[config.mk]
export PLATFORM = sky130hd
export DESIGN_NAME = fdivsqrt_seq
export DESIGN_NICKNAME = d
export VERILOG_FILES = /design/src/rtl/fdivsqrt_seq_pkg.sv /design/src/rtl/fdivsqrt_arb.sv /design/src/rtl/fdivsqrt_seq.sv
export SDC_FILE = /design/constraint.sdc
export NUM_CORES = 1
export LEC_CHECK = 0
export BUFFER_PORTS_ARGS = -buffer_cell sky130_fd_sc_hd__buf_2
export CAP_MARGIN = 20
export CORE_MARGIN = 10
export CORE_UTILIZATION = 39
export CTS_CLUSTER_DIAMETER = 60
export DETAILED_ROUTE_END_ITERATION = 7
export MAX_ROUTING_LAYER = met4
export PLACE_DENSITY = 0.71
export SLEW_MARGIN = 0
export SYNTH_ARGS = -nofsm -noshare
export SYNTH_HDL_FRONTEND = slang
export SYNTH_HIERARCHICAL = 1
export SYNTH_SLANG_ARGS = --single-unit
[constraint.sdc]
create_clock -name clk -period 4.1 [get_ports clk]
set_input_delay 0.41 -clock clk [delete_from_list [all_inputs] [get_ports clk]]
set_output_delay 0.41 -clock clk [all_outputs]
set_load 0.01 [all_outputs]
[src/rtl/fdivsqrt_seq_pkg.sv]
// Shared types for the divide/square-root sequencer: FSM state encoding and
// default sizing of the iteration counter.
package fdivsqrt_seq_pkg;

    typedef enum logic [1:0] {
        IDLE = 2'd0,
        BUSY = 2'd1,
        DONE = 2'd2
    } fdivsqrt_state_t;

    localparam int DURLEN_DEFAULT = 5;
    localparam int FPDUR_DEFAULT  = 15;

endpackage

[src/rtl/fdivsqrt_arb.sv]
// Two-requester fixed-priority arbiter: FP beats integer, grants are one-hot
// and only issued while the enable is high.
module fdivsqrt_arb (
    input  logic i_en,
    input  logic i_req_fp,
    input  logic i_req_int,
    output logic o_grant_fp,
    output logic o_grant_int
);

    assign o_grant_fp  = i_en & i_req_fp;
    assign o_grant_int = i_en & ~i_req_fp & i_req_int;

endmodule

[src/rtl/fdivsqrt_seq.sv]
// Sequencer for the shared iterative div/sqrt datapath: arbitrates FP and
// integer requesters, loads the datapath, counts iterations, holds DONE on stall.
module fdivsqrt_seq
    import fdivsqrt_seq_pkg::*;
#(
    parameter int DURLEN = DURLEN_DEFAULT,
    parameter int FPDUR  = FPDUR_DEFAULT
) (
    input  logic              clk,
    input  logic              reset,
    input  logic              FDivReqE,
    input  logic [DURLEN-1:0] FCyclesE,
    input  logic              IDivReqE,
    input  logic [DURLEN-1:0] ICyclesE,
    input  logic              SpecialCaseE,
    input  logic              StallM,
    input  logic              FlushE,
    output logic              GrantFp,
    output logic              GrantInt,
    output logic              LoadE,
    output logic              IterEn,
    output logic              BusyE,
    output logic              OwnerInt,
    output logic              DoneM
);

    localparam logic [DURLEN-1:0] FPDUR_V = DURLEN'(FPDUR);

    fdivsqrt_state_t   r_state;
    fdivsqrt_state_t   w_state_next;
    logic [DURLEN-1:0] r_cnt;
    logic [DURLEN-1:0] w_cnt_next;
    logic              r_owner_int;
    logic              w_owner_next;
    logic              w_arb_en;
    logic              w_grant_fp;
    logic              w_grant_int;
    logic              w_grant;
    logic [DURLEN-1:0] w_sel_cycles;
    logic [DURLEN-1:0] w_load_cnt;

    // Reset gates the enable so no grant leaks out while reset is held.
    assign w_arb_en = (r_state == IDLE) & ~FlushE & ~reset;

    fdivsqrt_arb u_arb (
        .i_en        (w_arb_en),
        .i_req_fp    (FDivReqE),
        .i_req_int   (IDivReqE),
        .o_grant_fp  (w_grant_fp),
        .o_grant_int (w_grant_int)
    );

    assign w_grant      = w_grant_fp | w_grant_int;
    assign w_sel_cycles = w_grant_fp ? FCyclesE : ICyclesE;
    assign w_load_cnt   = (w_sel_cycles > FPDUR_V) ? FPDUR_V : w_sel_cycles;

    always_ff @(posedge clk or posedge reset) begin
        if (reset) begin
            r_state     <= IDLE;
            r_cnt       <= '0;
            r_owner_int <= 1'b0;
        end else begin
            r_state     <= w_state_next;
            r_cnt       <= w_cnt_next;
            r_owner_int <= w_owner_next;
        end
    end

    always_comb begin
        w_state_next = r_state;
        w_cnt_next   = r_cnt;
        w_owner_next = r_owner_int;
        if (FlushE) begin
            w_state_next = IDLE;
            w_cnt_next   = '0;
        end else begin
            case (r_state)
                IDLE: begin
                    if (w_grant) begin
                        w_cnt_next   = w_load_cnt;
                        w_owner_next = w_grant_int;
                        w_state_next = SpecialCaseE ? DONE : BUSY;
                    end
                end
                BUSY: begin
                    // Cnt==0 still iterates this cycle, giving N+1 iterations.
                    if (r_cnt == '0) w_state_next = DONE;
                    else             w_cnt_next   = r_cnt - DURLEN'(1);
                end
                DONE: begin
                    if (!StallM) w_state_next = IDLE;
                end
                default: begin
                    w_state_next = IDLE;
                    w_cnt_next   = '0;
                end
            endcase
        end
    end

    assign GrantFp  = w_grant_fp;
    assign GrantInt = w_grant_int;
    assign LoadE    = w_grant;
    assign IterEn   = (r_state == BUSY);
    assign BusyE    = (r_state != IDLE);
    assign OwnerInt = r_owner_int;
    assign DoneM    = (r_state == DONE) & ~FlushE;

endmodule
* Yosys cells after proc, flatten, opt, wreduce, memory -nomap -nowiden *
Index checks and enable logic that the tools add are counted.

cells by class
  add/sub/neg operators = 1
  magnitude comparators = 1
  eq/ne operators = 7
  muxes and demuxes = 12
  bitwise gates (word level) = 10
  reduce and logical (&&, ||, !) cells = 6

operators with widths
  operator             number
  $mux 5               5
  $pmux 5 s3           1
  $mux 2               5
  $ne 3x3->1 const B   3
  $reduce_and 3->1     3
  $and 1x1->1          6
  $pmux 2 s3           1
  $gt 5x4->1 const B   1
  $logic_not 5->1      1
  $sub 5x1->5 const B  1
  $ne 3x2->1 const B   1
  $not 1->1            3
  $eq 2x1->1 const B   1
  $eq 2x2->1 const B   1
  $logic_not 2->1      1
  $ne 2x2->1 const B   1
  $reduce_bool 2->1    1
  $or 1x1->1           1

word-level totals
  register bits after elaboration = 8
  output and inout bits = 7
  logic and storage cells = 40

* Logic depth before layout (Yosys ltp) *
  word-level depth = 10
  depth in mapped cells = 9
  gate-level depth less buffers = 7

* Modules after synthesis *
The synthesis kept the hierarchy.

by module, submodules not included
  module        instances  cells each  area an instance (sq um)  sequential area each (sq um)
  fdivsqrt_seq  1          65          561.8                     200.2
  fdivsqrt_arb  1          2           16.3                      0.0

* Worst setup path after synthesis *
No wires, ideal clock.

  path type = register to register
  from = register r_state[0]
  to = register r_cnt[0]
  library setup time = 0.068 ns
  arrival = 2.145 ns
  path slack = 1.887 ns
  stages on the path, launching flop included = 9
  path buffers = 2
  period minus slack after synthesis = 2.213 ns
  path through = dfrtp_1 > or2_2 > clkbuf_1 > nor3_1 > and2_2 > clkbuf_1 > nor3_1 > a2111oi_0 > a22o_1

between the ends
  cells in the longest elaborated chain, start to end = 10

RTL lines
  element                       line                RTL
  from (decl)                   fdivsqrt_seq.sv:29  fdivsqrt_state_t r_state;
  from (signal assigned)        fdivsqrt_seq.sv:63  r_state <= w_state_next;
  $logic_not 2->1 (*)           fdivsqrt_seq.sv:43  assign w_arb_en = (r_state == IDLE) & ~FlushE & ~reset;
  $and 1x1->1 (*) (2 in a row)  fdivsqrt_seq.sv:43
  net w_arb_en                  fdivsqrt_seq.sv:35  logic w_arb_en;
  $and 1x1->1 (*)               fdivsqrt_arb.sv:11  assign o_grant_fp = i_en & i_req_fp;
  net GrantFp                   fdivsqrt_seq.sv:18  output logic GrantFp,
  $mux 5                        fdivsqrt_seq.sv:54  assign w_sel_cycles = w_grant_fp ? FCyclesE : ICyclesE;
  $gt 5x4->1                    fdivsqrt_seq.sv:55  assign w_load_cnt = (w_sel_cycles > FPDUR_V) ? FPDUR_V : w_sel_cycles;
  $mux 5                        fdivsqrt_seq.sv:55
  $mux 5                        fdivsqrt_seq.sv:79  if (w_grant) begin
  $pmux 5 s3                    fdivsqrt_seq.sv:77  case (r_state)
  $mux 5                        fdivsqrt_seq.sv:73  if (FlushE) begin
  to (signal assigned)          fdivsqrt_seq.sv:64  r_cnt <= w_cnt_next;
  to (decl)                     fdivsqrt_seq.sv:31  logic [DURLEN-1:0] r_cnt;

Mark *: on every way through the listed nets, which the timed path passes. The rest lies on a longest branch. The select of a mux whose other input is x is not followed.
A chain may end at the register's enable or synchronous reset.

* Worst setup path in the final report *
  from = register r_state[0]
  to = output port LoadE

between the ends
  cells in the longest elaborated chain, start to end = 6

RTL lines
  element                       line                RTL
  $logic_not 2->1 (*)           fdivsqrt_seq.sv:43
  $and 1x1->1 (*) (2 in a row)  fdivsqrt_seq.sv:43
  net w_arb_en                  fdivsqrt_seq.sv:35
  $and 1x1->1 (2 in a row)      fdivsqrt_arb.sv:12  assign o_grant_int = i_en & ~i_req_fp & i_req_int;
  $or 1x1->1 (*)                fdivsqrt_seq.sv:53  assign w_grant = w_grant_fp | w_grant_int;
  to (decl)                     fdivsqrt_seq.sv:20  output logic LoadE,

Mark *: on every way through the listed nets, which the timed path passes. The rest lies on a longest branch.

==> results_dict.tcl <==
set metrics [dict create \
    hold_viol 0 \
    yosys.cell_types.count 30 \
    yosysWarningCount 6 \
    finClkSkew_ns 0.0118 \
    power_density_nw_per_um2 315 \
    htree_num_levels 1 \
    die_x_um 58.5 \
    status "complete, no violations" \
    cts.sinks 8 \
    critPathMaxStageDelay_ns 0.54 \
    n_antenna_cell 0 \
    area.growth.synth_to_final_pct 23.8 \
    die_area_um2 3420 \
    cts_tree "done" \
    rows 13 \
    end_kind "primary output" \
    clk_path_buf_depth 2 \
    worst-r2r-setup-slack_ns 1.76 \
    synthesis.area_um2 578 \
    via_per_inst 5.62 \
    ys_seq_elements 8 \
    hp-class "input pin to async pin" \
    setup_viol 0 \
    gp_congestion 0.844 \
    cts_buffers 3 \
    slowest_stage "dfrtp_1" \
    hpwl_mm 1.28 \
    grt_usage_pct 9.63 \
    synth_top_cell_by_area "dfrtp_1" \
    die_y_um 58.5 \
    drv_cap 0 \
    clock_latency_ns 0.26 \
    fmax_ghz 0.425 \
    first_pass_iters 3 \
    yosysTopAreaCellShare_pct 34.6 \
    critical_path.top_delay_family "simple AND/OR/NAND/NOR gates" \
    io_buffers 23 \
    core_area_um2 1350 \
    cts_setup_buffers 0 \
    drive_gt1_share_pct 31.8 \
    wl_per_cell_um 15.3 \
    path_class "flop to primary output" \
    rsz0062_at_grt "false" \
    grt_max_degree 17 \
    reg2reg_depth 6 \
    yosysMostFrequentCell "dfrtp_1" \
    drv_slew 0 \
    leakage_nw 0.372 \
    synthArstFlopShare_pct 100 \
    crit_arrival_ns 1.94 \
    worstPathRequired_ns 3.69 \
    drt-initial-drc-count 13 \
    grt_antenna_before_repair 0 \
    cp_cell_sequence "or2_2, nor3_1, and2_2, nor2_1, inv_1, buf_2" \
    drc 0 \
    syn-num-nets 85 \
    tightest_slew_ns 0.633 \
    slew_headroom_pct 56.7 \
    ys_top_cells_by_count "dfrtp_1 (8), inv_1 (6), nor3_1 (6)" \
    ios 24 \
    min_period_ns 2.35 \
    ant_nets 0 \
    crit_buf_inv 2 \
    grt_pass1_wl_mm 2.55 \
    synth_flop_cell "dfrtp_1" \
    post-route-period-util_pct 57.4 \
    grt-ovfl-total 0 \
    tns_ns 0 \
    cts_hold_buf 0 \
    path_clk_slew_ns 0.06 \
    syn_inst 67 \
    finalWirelength_mm 1.58 \
    path_depth 6 \
    synth_area_leaders "dfrtp_1 (35%), o32ai_1 (7.6%), nor3_1 (5.2%), a22o_1 (4.5%), inv_1 (3.9%)" \
    path_max_fanout 16 \
    grt_pass1_vias 566 \
    peakVddDrop_uv 175 \
    cp-start-kind "flop" \
    root_buffer "clkbuf_4" \
    synth_area_per_cell_um2 8.63 \
    nets 108 \
    via_count 579 \
    ys_seq_area_share_pct 34.6 \
    holdWs_ns 0.102 \
    start_util_pct 42.8 \
    cts_resized 0 \
    synth_edf_count 0 \
]
[path summary, 6_finish.rpt]
check	start	to
worst max-delay path	r_state[0]	LoadE
worst min-delay path	reset	OwnerInt
worst max register to register	r_state[0]	r_cnt[1]
worst min register to register	OwnerInt	OwnerInt
max in group asynchronous	reset	r_cnt[4]
min in group clk	StallM	r_state[1]
[layout by cell type, fill, tap and decap left out, types with 2 or more instances in the layout]
cell / n
buf_2: 23
dfrtp_1: 8
nor3_1: 6
inv_1: 6
nor2_1: 5
o32ai_1: 5
nand2b_1: 3
a22o_1: 3
o21ai_0: 3
clkbuf_4: 3
nor3b_1: 2
mux2i_1: 2
[worst register-to-register path: stages, from the launching register on]
cell and delay [ns]:
dfrtp_1 0.54, or2_2 0.40, nor3_1 0.18, and3b_1 0.26
nor3_1 0.07, a2111oi_0 0.59, a22o_1 0.21
[flip-flops by register name (all words and copies together) (netlist names)]
name,count
r_cnt,5
r_state,2
OwnerInt,1
[routing by layer]
metal | share of wire [%] | vias up | routed length (um) | track usage, %
met3 | 7.8 | 0 | 123 | 5.15
met5 | 0 | - | 0 | -
li1 | - | 299 | - | -
met4 | 0 | 0 | 0 | 1.68
met1 | 43 | 267 | 678 | 10.7
met2 | 49 | 13 | 775 | 15.0
[layout make-up]
class                      instances  area (um^2)
timing repair buffer              23          115
sequential                         8          200
clock buffer                       3         22.5
inverter                           6         22.5
fill                             137          634
tap                               15         18.8
multi-input combinational         48          337
[kinds of logic after synthesis]
group | synth area share, %
compound gates | 27.3
fa+ha+maj | 2.16
buf+inv | 7.14
flops | 34.6
mux | 3.46
simple gates | 25.3
[power by group]
part	internal, mW	switching (mW)
sequential	0.0867	0.00937
clock	0.0336	0.0282
combinational	0.0336	0.0339
total	0.154	0.0714
[stage by stage]
step	worst slack (ns)	instances	utilization (%)	instance area (um^2)	total power, mW
6_report	1.75	103	53.0	716	0.225
5_1_grt	1.47	103	53.0	716	0.243
4_1_cts	1.74	103	53.0	716	0.229
3_5_place_dp	1.78	100	51.3	693	0.165
3_3_place_gp	1.88	100	51.3	693	0.165
2_1_floorplan	1.89	67	-	578	0.142
Note: power is estimated with default switching activity, not from simulation.
